## src/rtl/pc_update_unit.sv

```systemverilog
`default_nettype none
// ============================================================================
// Module      : pc_update_unit
// Description : Program-counter register for the multicycle MIPS core.
//               Selects the next PC from NUM_SRC datapath sources, supports
//               unconditional and conditional (branch) writes, stall, and a
//               two-step trap entry (EPC capture, then jump to TRAP_VECTOR).
//               Misaligned targets are rejected and converted into a trap.
// Revision    : 1.0 - initial release
// ----------------------------------------------------------------------------
// Ports
//   Clk          in   clock, rising edge
//   Reset        in   asynchronous active-high reset
//   src_data     in   packed next-PC sources, source i at [i*WIDTH +: WIDTH]
//   PCsource     in   next-PC source index
//   PCwrite      in   unconditional PC write
//   PCwriteCOND  in   conditional (branch) PC write
//   cond_mode    in   00 EQ(zero) 01 NE(!zero) 10 LTZ(neg) 11 GEZ(!neg)
//   zeroSignal   in   ALU zero flag
//   negSignal    in   ALU result sign
//   stall        in   freeze PC updates (requests are dropped)
//   trap_req     in   level trap request, held until trap_ack
//   PC           out  current program counter
//   EPC          out  PC captured at trap entry
//   trap_ack     out  1-cycle pulse when PC loads TRAP_VECTOR
//   pc_changed   out  1-cycle pulse after any PC load
//   misaligned   out  1-cycle pulse when a target is rejected
// ============================================================================
module pc_update_unit #(
  parameter int              WIDTH        = 32,
  parameter int              NUM_SRC      = 4,
  parameter logic [WIDTH-1:0] RESET_VECTOR = 32'h0000_0000,
  parameter logic [WIDTH-1:0] TRAP_VECTOR  = 32'h0000_0080,
  parameter int              ALIGN_CHECK  = 1
) (
  input  logic                       Clk,
  input  logic                       Reset,
  input  logic [NUM_SRC*WIDTH-1:0]   src_data,
  input  logic [$clog2(NUM_SRC)-1:0] PCsource,
  input  logic                       PCwrite,
  input  logic                       PCwriteCOND,
  input  logic [1:0]                 cond_mode,
  input  logic                       zeroSignal,
  input  logic                       negSignal,
  input  logic                       stall,
  input  logic                       trap_req,
  output logic [WIDTH-1:0]           PC,
  output logic [WIDTH-1:0]           EPC,
  output logic                       trap_ack,
  output logic                       pc_changed,
  output logic                       misaligned
);

  localparam int SEL_W = $clog2(NUM_SRC);

  typedef enum logic [1:0] {
    ST_RUN       = 2'd0,
    ST_TRAP_SAVE = 2'd1,
    ST_TRAP_JUMP = 2'd2
  } state_t;

  state_t           state;
  logic             align_pend;   // rejected target still owes a trap
  logic [WIDTH-1:0] target;
  logic             src_valid;    // PCsource names an existing source
  logic             cond_true;
  logic             take;
  logic             target_bad;

  // Source mux. An index with no matching source leaves src_valid low, so
  // a write request through it is silently ignored.
  always_comb begin
    target    = '0;
    src_valid = 1'b0;
    for (int i = 0; i < NUM_SRC; i++) begin
      if (PCsource == SEL_W'(i)) begin
        target    = src_data[i*WIDTH +: WIDTH];
        src_valid = 1'b1;
      end
    end
  end

  always_comb begin
    cond_true = 1'b0;
    case (cond_mode)
      2'b00:   cond_true = zeroSignal;
      2'b01:   cond_true = ~zeroSignal;
      2'b10:   cond_true = negSignal;
      default: cond_true = ~negSignal;
    endcase
  end

  assign take       = src_valid & (PCwrite | (PCwriteCOND & cond_true));
  assign target_bad = (ALIGN_CHECK != 0) && (target[1:0] != 2'b00);

  always_ff @(posedge Clk or posedge Reset) begin
    if (Reset) begin
      state      <= ST_RUN;
      PC         <= RESET_VECTOR;
      EPC        <= '0;
      trap_ack   <= 1'b0;
      pc_changed <= 1'b0;
      misaligned <= 1'b0;
      align_pend <= 1'b0;
    end else begin
      // Status outputs are single-cycle pulses unless re-asserted below.
      trap_ack   <= 1'b0;
      pc_changed <= 1'b0;
      misaligned <= 1'b0;

      case (state)
        ST_RUN: begin
          // Traps win over both stall and any pending write request.
          if (trap_req || align_pend) begin
            state <= ST_TRAP_SAVE;
          end else if (!stall && take) begin
            if (target_bad) begin
              // PC holds; the trap is taken from RUN on the next edge.
              misaligned <= 1'b1;
              align_pend <= 1'b1;
            end else begin
              PC         <= target;
              pc_changed <= 1'b1;
            end
          end
        end

        ST_TRAP_SAVE: begin
          EPC   <= PC;
          state <= ST_TRAP_JUMP;
        end

        ST_TRAP_JUMP: begin
          PC         <= TRAP_VECTOR;
          trap_ack   <= 1'b1;
          pc_changed <= 1'b1;
          align_pend <= 1'b0;
          state      <= ST_RUN;
        end

        default: state <= ST_RUN;
      endcase
    end
  end

endmodule
`default_nettype wire
```

## config.mk

```make
export PLATFORM = sky130hd
export DESIGN_NAME = pc_update_unit
export DESIGN_NICKNAME = d
export VERILOG_FILES = /design/src/rtl/pc_update_unit.sv
export SDC_FILE = /design/constraint.sdc
export NUM_CORES = 1
export LEC_CHECK = 0
export ABC_AREA = 0
export CORE_MARGIN = 5
export CORE_UTILIZATION = 23
export DETAILED_ROUTE_END_ITERATION = 6
export DONT_BUFFER_PORTS = 1
export GPL_ROUTABILITY_DRIVEN = 1
export GPL_TIMING_DRIVEN = 0
export PLACE_DENSITY = 0.39
export SYNTH_ARGS = -nofsm -noshare
export SYNTH_HDL_FRONTEND = slang
export SYNTH_SLANG_ARGS = --single-unit
```

## constraint.sdc

```tcl
create_clock -name Clk -period 7 [get_ports Clk]
set_input_delay 1.4 -clock Clk [delete_from_list [all_inputs] [get_ports Clk]]
set_output_delay 1.4 -clock Clk [all_outputs]
set_load 0.005 [all_outputs]
```

==> results of run 1 <==
-- cell usage in the layout, fill, tap and decap left out, drive strengths merged --
cell type / n
and3: 2
buf: 13
bufinv: 1
clkbuf: 19
clkinv: 2
dfrtp: 70
inv: 4
mux2: 32
mux2i: 32
mux4: 31
nand2: 62
nand2b: 2
nor2: 7
nor3: 2
nor4: 1
o2111ai: 1
o21ai: 1
o41ai: 1
-- metrics by stage --
| step | setup slack [ns] | cell area, sq um |
|---|---|---|
| final | 4.59 | 4170 |
| after floorplan | 3.83 | 3590 |
| after CTS | 4.58 | 4170 |
| after detailed placement | 4.20 | 3870 |
| after global routing | 4.50 | 4170 |
| after global placement | 2.79 | 3850 |
-- cell type report --
class	count	area [sq um]	share of cell area
buffer	19	101	0.0243
clock buffer	12	256	0.0615
clock inverter	3	43.8	0.0105
inverter	4	17.5	0.00420
multi-input combinational	174	1720	0.412
sequential	70	1750	0.420
tap	211	264	0.0632
timing repair buffer	1	20.0	0.00480
-- state kept, by name, indices dropped and copies added (netlist names) --
name	cells
EPC	32
PC	32
align_pend	1
misaligned	1
pc_changed	1
state	2
trap_ack	1
-- per-layer routing --
layer  vias up  GRT usage  share of wire  wire length, um
li1        992          -              -                -
met1      1140      0.141           0.41             4320
met2       134      0.185           0.47             5040
met3        13     0.0443          0.099             1050
met4         2     0.0515          0.018              192
met5         -          0         0.0010               11
-- worst min-delay path by stage --
stage,start,to,slack [ns]
after floorplan,state[1],state[0],0.47
after global placement,align_pend,align_pend,0.49
after detailed placement,state[1],state[0],0.50
after CTS,state[1],state[0],0.51
after global routing,EPC[6],EPC[6],0.54
final,state[1],state[0],0.52
-- power breakdown --
part | internal, mW | total (mW) | switching [mW]
sequential | 0.532 | 0.652 | 0.120
clock | 0.294 | 0.471 | 0.178
combinational | 0.150 | 0.350 | 0.200
-- cell families (layout without fill, tap and decap cells) --
family,after synthesis,in the layout
simple gates,76,76
mux,95,95
compound gates,3,3
buf+inv,23,39
flops,70,70
==> results.json, run 1 <==
{
  "rsz0062_at_grt": "false",
  "synth-warning-count": 0,
  "reg2reg_depth": 4,
  "drc": 0,
  "insertion_delay_ns": 0.33,
  "drive_gt1_frac": 0.212,
  "fin_crit_sh": 0.345,
  "ir_drop_mv": 0.130,
  "wl_per_cell_um": 21.5,
  "synth_xor_area_frac": 0,
  "place_inst": 479,
  "ys_top_cells_by_area": "dfrtp_1, mux4_2, mux2_1",
  "synth_top_family_by_area": "multiplexers",
  "start_util": 0.235,
  "r2r_slack_ns": 5.32,
  "synth-seq-cells": 70,
  "slowest_stage": "mux4_2",
  "clkTransAtPathRegs_ns": 0.06,
  "hold_depth": 1,
  "die_area_sq_um": 18200,
  "io_buffer_count": 0,
  "syn_to_final_growth_pct": 16.4,
  "antenna_left": 0,
  "post_drt_via_cell_ratio": 4.62,
  "max_freq_mhz": 414,
  "syn_avg_cell_area_sq_um": 13.4,
  "async_flop_share": 1.00,
  "rows": 45,
  "cts_resized": 0,
  "ys_seq_area_frac": 0.488,
  "max_stage_delay_ns": 0.57,
  "htree_num_levels": 3,
  "nets": 419,
  "synth_area_sq_um": 3590,
  "path_cells": "nor2_1 > mux4_2 > o2111ai_4 > buf_6 > mux2i_1",
  "worstPathRequired_ns": 7.26,
  "antennaDiodeCount": 0,
  "worst_path_dominant_cell_family": "multiplexers",
  "yosysMostFrequentCell": "dfrtp_1",
  "hpwl_mm": 8.08,
  "grt_pass1_vias": 2612,
  "fin_util": 0.274,
  "critical_path_class": "input port to flop",
  "finalPower_mw": 1.47,
  "synth_edf_count": 0,
  "setup.worst_path.start": "src_data[97]",
  "worst-path-stages": 5,
  "synth_top_cell_by_area": "dfrtp_1",
  "fp.dieH_um": 135,
  "wl_mm": 10.6,
  "min_path_type": "flop to flop",
  "drt_iter0_markers": 54,
  "final.setup.tns_ns": 0,
  "final_hold_viol_count": 0,
  "critPathCaptureType": "flop",
  "slew_violations": 0,
  "fill_cells": 1569,
  "grt_use_total": 0.117,
  "muxShareOfSynthArea": 0.384,
  "postSynthCellCount": 267,
  "io_pins": 207,
  "startpoint_type": "input port",
  "grt_pass1_wl_mm": 15.8,
  "vias": 2281,
  "period_needed_ns": 2.41,
  "drt_pass1_iterations": 4,
  "synthAdderAreaFrac": 0,
  "synth_cell_types": 19,
  "power.leakage_nw": 2.06,
  "root_buffer": "clkbuf_16",
  "core_sq_um": 15300,
  "synth_nets": 407,
  "rr_startpoint": "state[1]",
  "powerDensity_nw_per_um2": 353,
  "worst_pin_slew_ns": 0.672,
  "critPathMaxFanout": 10,
  "cts_tree": "done",
  "synth-simple-area-share": 0.0837,
  "grt_overflow": 0,
  "grt_start_max_net_pins": 38,
  "cts_made_buffers": 9,
  "skew_ns": 0.00476,
  "relSlewSlack": 0.552,
  "place_congestion": 0.661,
  "hold_buffers": 0,
  "antenna_found_initial": 1,
  "ys.flop_type": "dfrtp_1",
  "ys_top_cells_by_count": "dfrtp_1, nand2_1, mux2_1, mux2i_1, mux4_2",
  "post_cts_buffers": 0,
  "crit_arrival_ns": 2.67,
  "cts_sinks": 70,
  "setup_viol_count_final": 0,
  "drv_cap": 0,
  "yosys.area.top_type_share": 0.488,
  "synth_compound_area_frac": 0.0112,
  "critPathBufInv": 1,
  "r2r-end": "EPC[12]",
  "clk_path_buf_depth": 2,
  "hold_ws_ns": 0.518,
  "status": "finished clean",
  "fin_cells": 494,
  "cp-endpoint": "PC[27]",
  "dieWidth_um": 135
}
Power figures use the tool's default switching activity.
==> inputs of run 2 (changes only) <==
PLACE_DENSITY = 0.4   (was 0.39)
clock period = 2.1 ns   (was 7 ns; I/O delays follow)
==> results.json, run 2 (same netlist as run 1, synthesis figures left out) <==
{
  "status": "finished clean",
  "critical_path_class": "flop to flop",
  "max_freq_mhz": 584,
  "drt_pass1_iterations": 4,
  "power.leakage_nw": 2.03,
  "antenna_left": 0,
  "cts_resized": 0,
  "relSlewSlack": 0.506,
  "post_drt_via_cell_ratio": 4.55,
  "final_cell_mix": "dfrtp_1, nand2_1, mux2i_1, mux2_1, mux4_2",
  "largestRegisters": "EPC (32), PC (32), state (2)",
  "rr_startpoint": "state[1]",
  "clk_path_buf_depth": 2,
  "fin_crit_sh": 0.815,
  "worst_pin_slew_ns": 0.741,
  "critPathMaxFanout": 10,
  "r2r-end": "EPC[8]",
  "drive_gt1_frac": 0.203,
  "finalPower_mw": 4.66,
  "io_buffer_count": 0,
  "final_hold_viol_count": 0,
  "syn_to_final_growth_pct": 14.9,
  "drt_iter0_markers": 61,
  "setup_viol_count_final": 0,
  "grt_overflow": 0,
  "vias": 2237,
  "skew_ns": 0.00569,
  "rows": 45,
  "rsz0062_at_grt": "false",
  "nets": 419,
  "cts_tree": "done",
  "clkTransAtPathRegs_ns": 0.06,
  "grt_use_total": 0.116,
  "dieWidth_um": 135,
  "hpwl_mm": 8.14,
  "powerDensity_nw_per_um2": 1130,
  "final_common_cell": "dfrtp_1",
  "core_sq_um": 15300,
  "period_needed_ns": 1.71,
  "hold_buffers": 0,
  "slew_violations": 0,
  "cts_sinks": 70,
  "critPathCaptureType": "flop",
  "grt_pass1_vias": 2520,
  "fp.dieH_um": 135,
  "drv_cap": 0,
  "min_path_type": "input port to async pin",
  "grt_pass1_wl_mm": 15.6,
  "root_buffer": "clkbuf_16",
  "seq_area_sq_um": 1750,
  "reg2reg_depth": 4,
  "startpoint_type": "flop",
  "crit_arrival_ns": 1.93,
  "grt_start_max_net_pins": 41,
  "r2r_slack_ns": 0.39,
  "fill_cells": 1594,
  "wl_per_cell_um": 21.1,
  "wl_mm": 10.4,
  "post_cts_buffers": 0,
  "insertion_delay_ns": 0.33,
  "final.setup.tns_ns": 0,
  "drc": 0,
  "ir_drop_mv": 0.419,
  "cts_made_buffers": 9,
  "antenna_found_initial": 0,
  "die_area_sq_um": 18200,
  "worstPathRequired_ns": 2.31,
  "htree_num_levels": 3,
  "antennaDiodeCount": 0,
  "multiInputGateArea_sq_um": 1720,
  "io_pins": 207,
  "place_congestion": 0.668,
  "start_util": 0.235
}
run 2: cell types whose count changed in the layout (fill, tap and decap cells not counted), sizes merged:
| cell | delta |
|---|---|
| clkbuf | -1 |
| inv | -1 |
| clkinvlp | +2 |
| bufinv | -1 |
| clkinv | -1 |
run 2: area by class of cell:
cell class,count,area share
well taps,211,0.0641
multi-input cells,174,0.417
flip-flops and latches,70,0.425
inverters,4,0.00456
clock inverters,2,0.00304
clock buffers,11,0.0565
plain buffers,19,0.0246
repair buffers,1,0.00486
run 2: per-stage QoR:
step | std cells | cell area, sq um | setup WS (ns) | util | hold slack (ns)
floorplan | 267 | 3590 | 0.533 | - | 0.467
global placement | 478 | 3850 | 0.250 | 0.253 | 0.493
detailed placement | 479 | 3870 | 0.193 | 0.254 | 0.447
CTS | 492 | 4120 | 0.288 | 0.270 | 0.0738
global route | 492 | 4120 | 0.227 | 0.270 | 0.113
finish | 492 | 4120 | 0.388 | 0.270 | 0.0650
run 2: worst max-delay path by stage:
stage	from	endpoint	slack, ns	depth (start not counted)
2_1_floorplan	src_data[97]	PC[14]	0.53	5
5_1_grt	state[1]	EPC[8]	0.23	4
3_3_place_gp	cond_mode[1]	PC[23]	0.25	5
4_1_cts	state[1]	EPC[8]	0.29	4
3_5_place_dp	cond_mode[1]	PC[8]	0.19	5
6_report	state[1]	EPC[8]	0.39	4
run 2: report_power, final:
part | switching (mW) | total (mW) | internal, mW
Sequential | 0.400 | 2.17 | 1.77
Combinational | 0.662 | 1.16 | 0.500
Clock | 0.544 | 1.32 | 0.777
Total | 1.61 | 4.66 | 3.05
run 2: worst max-delay path, stage by stage (launching register included):
cell and delay (ns):
dfrtp_1 0.40, nand2b_1 0.12, clkbuf_1 0.33, buf_2 0.37
mux2_1 0.36
run 2: per-layer routing:
metal	global-route usage	up-vias	share of wire
li1	-	981	-
met1	0.138	1129	0.39
met2	0.187	122	0.50
met3	0.0596	5	0.10
met4	0.0255	0	0.0095
met5	0	-	0
==> inputs of run 3 (changes only) <==
clock period = 1.4 ns   (was 2.1 ns; I/O delays follow)
==> results.json, run 3 (same netlist as run 1, synthesis figures left out) <==
{
  "start_util": 0.235,
  "placed_area_sq_um": 3870,
  "die_area_sq_um": 18200,
  "cts_tree": "done",
  "setup.worst_path.start": "align_pend",
  "busiest_layer": "met2",
  "critPathCaptureType": "flop",
  "final.setup.tns_ns": 0,
  "fin_crit_sh": 0.950,
  "final_cell_mix": "dfrtp_1, nand2_1, mux2i_1, mux2_1, mux4_2",
  "crit_arrival_ns": 1.55,
  "grt_start_max_net_pins": 38,
  "rr_startpoint": "align_pend",
  "place_inst": 479,
  "relSlewSlack": 0.459,
  "nets": 424,
  "hpwl_mm": 8.25,
  "wl_per_cell_um": 21.7,
  "syn_to_final_growth_pct": 19.6,
  "max_freq_mhz": 752,
  "fin_util": 0.281,
  "final_hold_viol_count": 0,
  "fp.dieH_um": 135,
  "antenna_found_initial": 2,
  "clkTransAtPathRegs_ns": 0.05,
  "r2r_slack_ns": 0.07,
  "cts_sinks": 70,
  "drc": 0,
  "antennaDiodeCount": 0,
  "use_met3": 0.0570,
  "fin_cells": 499,
  "skew_ns": 0.00478,
  "largestRegisters": "EPC (32), PC (32), state (2)",
  "drt_iter0_markers": 58,
  "powerDensity_nw_per_um2": 1670,
  "cts_made_buffers": 9,
  "htree_num_levels": 3,
  "use_met1": 0.143,
  "use_met2": 0.184,
  "finalPower_mw": 7.18,
  "setup_viol_count_final": 0,
  "whs_endpoint": "state[0]",
  "critical_path_class": "flop to flop",
  "io_buffer_count": 0,
  "drt_pass1_iterations": 4,
  "clk_path_buf_depth": 2,
  "grt_use_total": 0.118,
  "dieWidth_um": 135,
  "worst_pin_slew_ns": 0.810,
  "io_pins": 207,
  "stdcell_area_sq_um": 4290,
  "post_drt_via_cell_ratio": 4.55,
  "insertion_delay_ns": 0.33,
  "ir_drop_mv": 0.596,
  "seq_area_sq_um": 1750,
  "rows": 45,
  "hold_ws_ns": 0.153,
  "core_sq_um": 15300,
  "wl_mm": 10.8,
  "multiInputGateArea_sq_um": 1740,
  "place_congestion": 0.677,
  "antenna_left": 0,
  "root_buffer": "clkbuf_16",
  "rsz0062_at_grt": "true",
  "hold_depth": 2,
  "period_needed_ns": 1.33,
  "startpoint_type": "flop",
  "drv_cap": 0,
  "fin_ws_ns": 0.0694,
  "r2r-end": "PC[19]",
  "fill_cells": 1591,
  "critPathMaxFanout": 7,
  "grt_pass1_vias": 2549,
  "worstPathRequired_ns": 1.62,
  "reg2reg_depth": 5,
  "grt_pass1_wl_mm": 15.9,
  "hold_start": "trap_req",
  "status": "finished clean",
  "grt_overflow": 0,
  "dpl_worst_slack_ns": -0.322,
  "power.leakage_nw": 2.13,
  "drive_gt1_frac": 0.250,
  "final_common_cell": "dfrtp_1",
  "vias": 2271,
  "min_path_type": "input port to flop",
  "slew_violations": 0
}
## run 3: routing by layer
layer	wire length, um	vias to the layer above	share of wire
met5	14	-	0.0013
met4	161	4	0.015
met3	1140	16	0.11
met2	5170	132	0.48
met1	4320	1117	0.40
li1	-	1002	-
## run 3: area by class of cell
class / instances / area share
Tap cell: 211 / 0.0616
Sequential cell: 70 / 0.409
Buffer: 18 / 0.0330
Timing Repair Buffer: 7 / 0.0283
Multi-Input combinational cell: 174 / 0.406
Clock buffer: 13 / 0.0560
Inverter: 4 / 0.00438
Clock inverter: 2 / 0.00233
## run 3: worst max path at each step
stage	to	slack, ns	depth (start not counted)
3_5_place_dp	EPC[11]	-0.32	4
4_1_cts	PC[2]	-0.002	4
2_1_floorplan	PC[14]	-0.01	5
3_3_place_gp	EPC[17]	-0.32	4
6_report	PC[19]	0.07	5
5_1_grt	EPC[8]	-0.01	3
## run 3: worst max-delay path, stage by stage (launching register included)
cell	delay (ns)
dfrtp_1	0.42
nor3_4	0.18
o2111ai_4	0.16
buf_12	0.18
clkbuf_16	0.16
mux2i_1	0.11
## run 3: report_power, final
group / switching, mW / leakage, nW / internal (mW)
logic: 1.02 / 1.06 / 0.867
clock network: 0.830 / 0.123 / 1.19
registers: 0.616 / 0.940 / 2.66
## run 3: timing repair
action                     CTS  global route
setup endpoints to repair   63            41
pin swaps                    1             2
resized for setup           17            14
buffers inserted             1             2
cloned                       0             2
hold endpoints to repair    33             0
hold buffers                 1             0
==> patch: new RTL, flow settings as in run 1 <==
Encoding of `state_t`: now one-hot (3 bits for 3 states).
--- a/src/rtl/pc_update_unit.sv
+++ b/src/rtl/pc_update_unit.sv
@@ -54,8 +54,8 @@
   localparam int SEL_W = $clog2(NUM_SRC);
 
-  typedef enum logic [1:0] {
-    ST_RUN       = 2'd0,
-    ST_TRAP_SAVE = 2'd1,
-    ST_TRAP_JUMP = 2'd2
+  typedef enum logic [2:0] {
+    ST_RUN       = 3'b001,
+    ST_TRAP_SAVE = 3'b010,
+    ST_TRAP_JUMP = 3'b100
   } state_t;
 
Behaviour: no difference found for any inputs over 10 cycles, from zero or initial values and one cycle with Reset high; not proved beyond that.
==> patch against run 1 <==
Area after synthesis rose by 3.1%; wire length rose by 9.6%; power up 8.5%; synthesized cell count is 2.6% higher; sequential cell count grew 1; critical path depth is 2 higher; worst setup slack got worse by 0.15 ns; count of clock-buffer cells in the layout decreased by 2; cell area is 3.4% higher; clock skew is 0.0011 ns lower; critical path type unchanged; largest cell class unchanged; highest routed layer unchanged.
==> patch: results (changes against run 1) <==
[outcome]
status=completed

[power]
power_frac_clock_pct=30.5  ; -1.5 points
p_leak_nw=1.72  ; -16%
ir_drop_uv=129  ; -0.11%
p_comb_share_pct=22.3  ; -1.4 points

[detailed_routing]
vias=2426  ; +6.4%
routed_wl_mm=11.6  ; +9.6%
first_pass_iters=4  ; unchanged
drtIter0Drc=113  ; +110%

[sta]
tightest_slew_ns=0.741  ; +0.0694 ns
whs_ns=0.535  ; +0.0167 ns
fin_skew_ns=0.00370  ; -0.00106 ns
timing.fmax_ghz=0.390  ; -5.9%

[worst_setup_path]
reg2reg_to=PC[31]
reg2reg_slack_ns=5.01  ; -0.31 ns
arrival_ns=2.83  ; +0.16 ns
critPathSlowestCell=a311oi_4
critPathMaxStageDelay_ns=0.44  ; -0.13 ns
reg2regPathDepth=6  ; +2
worstSetupStartpoint=PCsource[1]
crit_family=compound AO/OA/AOI/OAI gates
crit-reg2reg-launch=state[0]

[worst_hold_path]
min_path_cells=1  ; unchanged
hp-start=EPC[22]
whs_endpoint=EPC[22]

[cells_and_area]
n_all_buffers=22  ; +10%
clkbuf_count=10  ; -2
nNetsFinal=426  ; +1.7%
drive_gt1_share_pct=43.3  ; +22 points
top_regs=EPC (32), PC (32), state (3)
multi_input_cells=180  ; +3.4%
buffer_area_share_pct=3.97  ; +1.1 points
regArea_sq_um=1780  ; +1.5%
clockNetworkAreaShare_pct=7.28  ; +0.085 points
multi_input_area_share_pct=41.0  ; -0.15 points
inverters=2  ; -2
num-fill-cells=1651  ; +5.2%

[logic_synthesis]
synth_seq_cells=71  ; +1.4%
seq_area_frac_synth_pct=48.1  ; -0.78 points
netlist_top_cells_count=70 x dfrtp_1, 32 x mux2_2, 30 x mux4_2
synthesis.nets=414  ; +1.7%
synth_area_leaders=dfrtp_1 47%, mux4_2 18%, mux2_2 9.7%, o21ai_2 5.0%, nand3_1 3.9%
synth-compound-area-share_pct=8.89  ; +7.8 points
ys_types=33  ; +14
synthMuxAreaShare_pct=28.5  ; -9.9 points
synthAdderAreaFrac_pct=0  ; unchanged

[grt]
grt_antenna_before_repair=1  ; unchanged
first_global_vias=2709  ; +3.7%
grt_max_degree=45  ; +18%
grt.total_usage_pct=12.5  ; +0.81 points
grt_pass1_wl_mm=17.0  ; +7.4%

[placed_design]
dp_hpwl_mm=9.07  ; +12%
port_buffers=0  ; unchanged
gp_congestion=0.654  ; -1.1%
post-place-ws_ns=4.06  ; -0.141 ns

[clock_tree]
clk_latency_ns=0.34

==> patch: cell count changes after synthesis, moves of 3 or more <==
cell	delta
o21ai_2	+21
mux2_1	-32
clkbuf_1	-3
inv_2	-3
mux2_2	+32
o21ai_0	+9
nand2_1	-37
nand3_1	+29
mux2i_1	-30
buf_2	+5
a21oi_1	+8
==> patch: metrics by stage <==
stage | utilization [%] | total power, mW | area, sq um | cells
global placement | 25.1 | 1.12 | 3970 | 490
floorplan | - | 1.00 | 3700 | 274
detailed placement | 25.3 | 1.13 | 4000 | 491
finish | 27.3 | 1.60 | 4310 | 507
global route | 27.3 | 1.70 | 4310 | 507
CTS | 27.3 | 1.64 | 4310 | 507
==> patch: metal layers <==
layer,vias up,GRT usage [%],wire length [um]
li1,1062,-,-
met1,1210,14.5,4530
met2,142,20.7,5780
met3,10,5.88,1200
met4,2,3.27,110
met5,-,0,13
